**src/rtl/dmem_arbiter.sv**
```systemverilog
// Two-port arbiter sharing the single-ported data memory/IO block between the
// CPU datapath (port A) and the loader/debug port (port B).
//
// state   | meaning
// --------+----------------------------------------------------------------
// IDLE    | sampling requests; registers the winner's access at the edge
// GRANT   | memory strobe active for one cycle; owner acked at the edge
module dmem_arbiter #(
    parameter int DATA_WIDTH     = 16,
    parameter int ADDR_WIDTH     = 16,
    parameter bit FIXED_PRIORITY = 1'b0
) (
    input  logic                  clock,
    input  logic                  reset_n,

    input  logic                  a_req,
    input  logic                  a_write,
    input  logic [ADDR_WIDTH-1:0] a_addr,
    input  logic [DATA_WIDTH-1:0] a_wdata,
    output logic                  a_ack,
    output logic [DATA_WIDTH-1:0] a_rdata,

    input  logic                  b_req,
    input  logic                  b_write,
    input  logic [ADDR_WIDTH-1:0] b_addr,
    input  logic [DATA_WIDTH-1:0] b_wdata,
    output logic                  b_ack,
    output logic [DATA_WIDTH-1:0] b_rdata,

    output logic [ADDR_WIDTH-1:0] mem_addr,
    output logic [DATA_WIDTH-1:0] mem_wdata,
    output logic                  mem_write,
    output logic                  mem_read,
    input  logic [DATA_WIDTH-1:0] mem_rdata
);

    typedef enum logic {
        ST_IDLE  = 1'b0,
        ST_GRANT = 1'b1
    } state_t;

    localparam logic PORT_A = 1'b0;
    localparam logic PORT_B = 1'b1;

    state_t state_q;
    state_t state_d;
    logic   owner_q;
    logic   last_q;

    logic                  a_elig;
    logic                  b_elig;
    logic                  win_valid;
    logic                  win_port;
    logic                  win_write;
    logic [ADDR_WIDTH-1:0] win_addr;
    logic [DATA_WIDTH-1:0] win_wdata;

    logic grant_load;
    logic write_d;
    logic read_d;
    logic a_ack_d;
    logic b_ack_d;
    logic a_cap;
    logic b_cap;

    // A port whose ack is showing still holds req for the access just finished.
    always_comb begin
        a_elig    = a_req & ~a_ack;
        b_elig    = b_req & ~b_ack;
        win_valid = a_elig | b_elig;
        win_port  = PORT_A;
        if (a_elig && b_elig) begin
            win_port = FIXED_PRIORITY ? PORT_A : ~last_q;
        end else if (b_elig) begin
            win_port = PORT_B;
        end
        win_write = (win_port == PORT_B) ? b_write : a_write;
        win_addr  = (win_port == PORT_B) ? b_addr  : a_addr;
        win_wdata = (win_port == PORT_B) ? b_wdata : a_wdata;
    end

    always_ff @(posedge clock) begin
        if (!reset_n) begin
            state_q <= ST_IDLE;
            owner_q <= PORT_A;
            last_q  <= PORT_B;
        end else begin
            state_q <= state_d;
            if (grant_load) begin
                owner_q <= win_port;
                last_q  <= win_port;
            end
        end
    end

    always_comb begin
        state_d = state_q;
        case (state_q)
            ST_IDLE:  if (win_valid) state_d = ST_GRANT;
            ST_GRANT: state_d = ST_IDLE;
            default:  state_d = ST_IDLE;
        endcase
    end

    always_comb begin
        grant_load = 1'b0;
        write_d    = 1'b0;
        read_d     = 1'b0;
        a_ack_d    = 1'b0;
        b_ack_d    = 1'b0;
        a_cap      = 1'b0;
        b_cap      = 1'b0;
        case (state_q)
            ST_IDLE: begin
                if (win_valid) begin
                    grant_load = 1'b1;
                    write_d    = win_write;
                    read_d     = ~win_write;
                end
            end
            ST_GRANT: begin
                a_ack_d = (owner_q == PORT_A);
                b_ack_d = (owner_q == PORT_B);
                a_cap   = a_ack_d & mem_read;
                b_cap   = b_ack_d & mem_read;
            end
            default: ;
        endcase
    end

    // Address/data stay on the pins between accesses; only the strobes drop.
    always_ff @(posedge clock) begin
        if (!reset_n) begin
            mem_addr  <= '0;
            mem_wdata <= '0;
            mem_write <= 1'b0;
            mem_read  <= 1'b0;
            a_ack     <= 1'b0;
            b_ack     <= 1'b0;
            a_rdata   <= '0;
            b_rdata   <= '0;
        end else begin
            mem_write <= write_d;
            mem_read  <= read_d;
            a_ack     <= a_ack_d;
            b_ack     <= b_ack_d;
            if (grant_load) begin
                mem_addr  <= win_addr;
                mem_wdata <= win_wdata;
            end
            if (a_cap) a_rdata <= mem_rdata;
            if (b_cap) b_rdata <= mem_rdata;
        end
    end

endmodule

```
**config.mk**
```make
export PLATFORM = sky130hd
export DESIGN_NAME = dmem_arbiter
export DESIGN_NICKNAME = d
export VERILOG_FILES = /design/src/rtl/dmem_arbiter.sv
export SDC_FILE = /design/constraint.sdc
export NUM_CORES = 1
export LEC_CHECK = 0
export CORE_ASPECT_RATIO = 1.25
export CORE_MARGIN = 1.5
export CORE_UTILIZATION = 42
export CTS_BUF_LIST = sky130_fd_sc_hd__clkbuf_16
export DETAILED_ROUTE_END_ITERATION = 8
export PLACE_DENSITY_LB_ADDON = 0.05
export SLEW_MARGIN = 30
export SYNTH_ARGS = -nofsm -noshare
export SYNTH_HDL_FRONTEND = slang
export SYNTH_SLANG_ARGS = --single-unit
```
**constraint.sdc**
```tcl
create_clock -name clock -period 3.2 [get_ports clock]
set_input_delay 0.64 -clock clock [delete_from_list [all_inputs] [get_ports clock]]
set_output_delay 0.64 -clock clock [all_outputs]
set_load 0.01 [all_outputs]
```
# Word-level counts from Yosys, hierarchy flattened
# Cells that the tools add are included.
dict set report word_totals {
  ff_bits 71
  output_inout_bits 68
}
dict set report op_classes {
  muxes 10
  n_reduce_logical 3
  n_bitwise 13
}
# cell count
set op_table {}
lappend op_table {{$mux W16} 2}
lappend op_table {{$not A1 Y1} 8}
lappend op_table {{$mux W1} 7}
lappend op_table {{$and A1 B1 Y1} 4}
lappend op_table {{$reduce_or A3 Y1} 1}
lappend op_table {{$pmux W1 S2} 1}
lappend op_table {{$reduce_and A2 Y1} 1}
lappend op_table {{$logic_and A1 B1 Y1} 1}
lappend op_table {{$or A1 B1 Y1} 1}

# Depth between registers and ports, before layout
dict set report logic_depth {
  word_depth 6
  depth_mapped 6
  depth_no_buf 4
}

# Least setup slack after synthesis
# Ideal clock, no wire load.
dict set report synth_path {
  kind {input -> register}
  start {in b_req}
  end {reg mem_addr[0]}
  slack_ns 1.789
  path_buffers 2
  t_arrival_ns 1.337
  stages 6
  cell_sequence {nand2b_1 > nand2b_1 > buf_2 > buf_2 > nand2_1 > a31oi_1}
}
dict set report synth_between {
  elab_chain_len 4
}
# element line_no
set synth_rtl {}
lappend synth_rtl {{start: declaration} 23} ;# input logic b_req,
lappend synth_rtl {{$and A1 B1 Y1 *} 69} ;# b_elig = b_req & ~b_ack;
lappend synth_rtl {{$mux W1, or another cell as far along} 74} ;# end else if (b_elig) begin
lappend synth_rtl {{$mux W1 (on tied branches)} {72, 115}}
lappend synth_rtl {{$mux W16 or $mux W1 (tied branches)} {78, 113}}
lappend synth_rtl {{end signal: assignment} 148} ;# mem_addr <= win_addr;
lappend synth_rtl {{end: declaration} 30} ;# output logic [ADDR_WIDTH-1:0] mem_addr,
# Every way passes the cells marked *; elsewhere a longest branch is shown, timed or not.
# A chain may end at the register's enable or synchronous reset.

# Worst setup path in the final report
dict set report layout_path {
  start {in a_req}
  end {reg mem_wdata[8]}
}
dict set report layout_between {
  elab_chain_len 4
}
# element line_no
set layout_rtl {}
lappend layout_rtl {{start: declaration} 16} ;# input logic a_req,
lappend layout_rtl {{$and A1 B1 Y1 *} 68} ;# a_elig = a_req & ~a_ack;
lappend layout_rtl {{$or A1 B1 Y1 or $logic_and A1 B1 Y1 (tied branches)} {70, 72}}
lappend layout_rtl {{$mux W1 (on tied branches)} {115, 72}}
lappend layout_rtl {{$mux W1 or $mux W16 (tied branches)} {113, 79}}
lappend layout_rtl {{end signal: assignment} 149} ;# mem_wdata <= win_wdata;
lappend layout_rtl {{end: declaration} 31} ;# output logic [DATA_WIDTH-1:0] mem_wdata,
# Marks and branches as above.

==> reports/qor.csv <==
stage,metric,value,unit
clock_network,cts_root_buffer,clkbuf_16,
clock_network,cts_max_level,3,
routing,route.detailed.vias_per_inst,4.92,
grt,grt-ovfl-total,0,
critical_path,cp.required,3440,ps
clock_network,post_cts_resized,0,
clock_network,later_pin_clock_latency_in_the_skew_report,320,ps
pwr,share_seq_of_total_power,0.392,
timing,tightestPinTransition,774,ps
cells_and_area,stdcell_count,579,
hold_path,hold-path-endpoint,b_rdata[0],
routing,dr.first_iter.drc_count,114,
hold_path,hp-start,b_rdata[0],
floorplanning,fp.dieW,77.2,microns
critical_path,r2r-end,mem_wdata[8],
routing,via_count,2850,
cells_and_area,final_layout_size_suffix_gt1_frac,0.0915,
grt,grt_antenna_before_repair,0,
cells_and_area,areaGrowthSynthToFinish,64.2,%
grt,grt_first_pass_wirelength,12200,microns
critical_path,max_stage_delay_cell_worst_path,a21oi_4,
cells_and_area,number_of_nets_in_the_final_layout,573,
clock_network,tritoncts_num_sinks,71,
placement,gpl.final_weighted_congestion,0.835,
critical_path,arrival,2320,ps
yosys,seq_area_frac_synth,0.492,
placement,worst_slack_at_placement,764,ps
critical_path,rr_startpoint,b_ack,
yosys,synth_cell_types,24,
critical_path,critPathMaxFanout,43,
floorplanning,floorplan.die_area,0.00739,sq mm
floorplanning,design.core.area,0.00661,sq mm
pwr,power.density_cell_area,523,mW/mm^2
floorplanning,core.rowCount,33,
cells_and_area,final_non_filler_cell_area,0.00475,sq mm
routing,post_route_drc,0,
hold_path,hold_path_class,reg -> reg,
yosys,number_of_standard_cells_after_synthesis,346,
timing,report.final.slew_viol_count,0,
routing,wire_per_inst,12.8,microns
pwr,total_leakage_power,1.74,nW
pwr,switching_share,0.221,
cells_and_area,antenna_cells_inserted,0,
placement,dpl-instance-area,0.00441,sq mm
pwr,power_report.internal_total,1.93,mW
routing,routed_wirelength,7390,microns
timing,final.setup.worst_slack,1120,ps
placement,io_buffers,153,
floorplanning,pin_count,154,
run_status,outcome,finished clean,
critical_path,rrSetupSlack,1500,ps
yosys,syn-num-nets,432,
yosys,yosysWarnings,0,
flow_run,drv.max_cap_violation_count,0,
critical_path,crit_type,in -> reg,
pwr,power_frac_comb,0.163,
pwr,pwr-share-clk,0.445,
placement,dp_cells,563,
pwr,power.net_switching,548,uW
clock_network,cts.repair_timing.setup_buffer_count,0,
placement,place_hpwl,5230,microns
clock_network,clk_path_buf_depth,2,
clock_network,post_cts_hold_buffer_count,0,
critical_path,cpPeakStageDelay,520,ps
clock_network,clkSlewWorstSetupHoldPaths,50,ps
pwr,irDropWorstVdd,0.395,mV
critical_path,end_kind,register,
pwr,total_power,2.48,mW
grt,grt_max_degree,70,
grt,grt.total_usage,0.209,
timing,hold_viol,0,
timing,final.period_utilization,0.650,
clock_network,cts-buffers-inserted,9,
critical_path,timing.reg2reg.worst_path_depth,5,
yosys,netlist_area_before_placement,0.00289,sq mm
timing,max_freq,481,MHz
timing,skew,3.24,ps
critical_path,path_cells,clkdlybuf4s50_1 > nand2b_1 > a21oi_4 > buf_12 > o21ai_0 > a31oi_1,
timing,rsz0062_at_grt,false,
timing,setup-tns-final,0,ps
critical_path,setup.worst_path.start_class,input pin,
routing,detail_route.first_pass.iterations,4,
timing,max-slew-margin-rel,0.484,
floorplanning,floorplan.die.height,95.7,microns
yosys,post_synthesis_average_cell_area,8.35,sq um
cells_and_area,final.fill_count,553,
yosys,postSynthRegisterBits,71,
timing,final_period_minus_worst_setup_slack,2080,ps
floorplanning,floorplan.initialDensity,0.438,
hold_path,holdPathStages,2,
timing,setup_violations,0,
clock_network,tritoncts,yes,
routing,postRouteAntennaNets,0,
grt,via_count_of_the_first_global_routing_pass,2763,
## per-stage QoR
step / hold WS, ps / utilization
after CTS: 453 / 0.718
after detailed placement: 445 / 0.667
final: 452 / 0.719
after floorplan: 449 / -
after global placement: 440 / 0.667
after global routing: 469 / 0.719
## kinds of logic (layout without fill, tap and decap cells)
kind of cell           Yosys count  after routing  share of synthesized area
AOI/OAI and AO/OA               98             98                      0.226
buffers and inverters           28            174                     0.0615
DFF                             71             71                      0.492
muxes                            1              1                    0.00346
and+or+nand+nor                148            148                      0.217
## cell usage in the layout (no fill, tap or decap), types with 9 or more instances in the layout
| master | synthesis | routed |
|---|---|---|
| a31oi_1 | 32 | 32 |
| clkdlybuf4s50_1 | 0 | 152 |
| a21boi_0 | 11 | 11 |
| nand2_2 | 11 | 11 |
| dfxtp_1 | 71 | 71 |
| clkbuf_16 | 0 | 9 |
| o21ai_0 | 32 | 32 |
| nand2_1 | 120 | 120 |
| a21boi_2 | 10 | 10 |
| a21boi_1 | 12 | 12 |
## critical path: cells and delay by family
family,cells,cell delay [ps]
buffers and inverters,2,750
AND/OR/NAND/NOR,1,100
AO/OA/AOI/OAI,3,820
## cells in the mapped netlist
cell	n	area [sq um]
buf_4	7	52.6
and2_1	2	12.5
or2_1	1	6.26
a31oi_1	32	200
a21oi_2	1	8.76
a21boi_2	10	113
and3_1	2	12.5
a21boi_0	11	82.6
nor2_1	1	3.75
buf_2	12	60.1
buf_6	2	22.5
nand2b_1	5	31.3
clkbuf_1	6	22.5
nand2_2	11	68.8
mux2i_1	1	10.0
dfxtp_1	71	1420
a21boi_1	12	90.1
nor2_4	1	11.3
nand3_1	2	10.0
nand2_1	120	450
nand3b_1	1	7.51
buf_12	1	20.0
nor2b_1	2	12.5
o21ai_0	32	160
## registers in the layout, indices dropped and copies added, names as in the netlist
name,flops
a_ack,1
a_rdata,16
b_ack,1
b_rdata,16
last_q,1
mem_addr,16
mem_read,1
mem_wdata,16
mem_write,1
owner_q,1
state_q,1
## worst max-delay path by stage
stage	to	depth (start not counted)	start	slack, ps
floorplan	mem_addr[0]	6	b_req	1790
global placement	mem_wdata[8]	6	b_req	840
detailed placement	mem_wdata[8]	6	b_req	760
CTS	mem_wdata[8]	6	b_req	1090
global route	mem_addr[3]	6	a_req	950
finish	mem_wdata[8]	6	a_req	1120
## metal layers
metal	wire [microns]	vias up	global-route usage	part of all wire
met4	145	0	0.0879	0.020
met2	3580	104	0.363	0.48
li1	-	1435	-	-
met5	0	-	0	0
met1	3080	1300	0.230	0.42
met3	585	11	0.0768	0.079
## cell type report
cell class	count	area, sq um	share of cell area
Sequential cell	71	1420	0.299
Clock buffer	9	225	0.0474
Clock inverter	7	111	0.0235
Timing Repair Buffer	158	1580	0.333
Multi-Input combinational cell	247	1300	0.274
Tap cell	87	109	0.0229
## power by group through the flow
stage               clock, mW  combinational (mW)  sequential (mW)
detailed placement          0               0.407            0.989
global placement            0               0.403            0.989
finish                   1.10               0.404            0.972
global route             1.17               0.444            0.979
CTS                      1.13               0.409            0.972
floorplan                   0               0.148             1.01
Note: power is estimated with default switching activity, not from simulation.
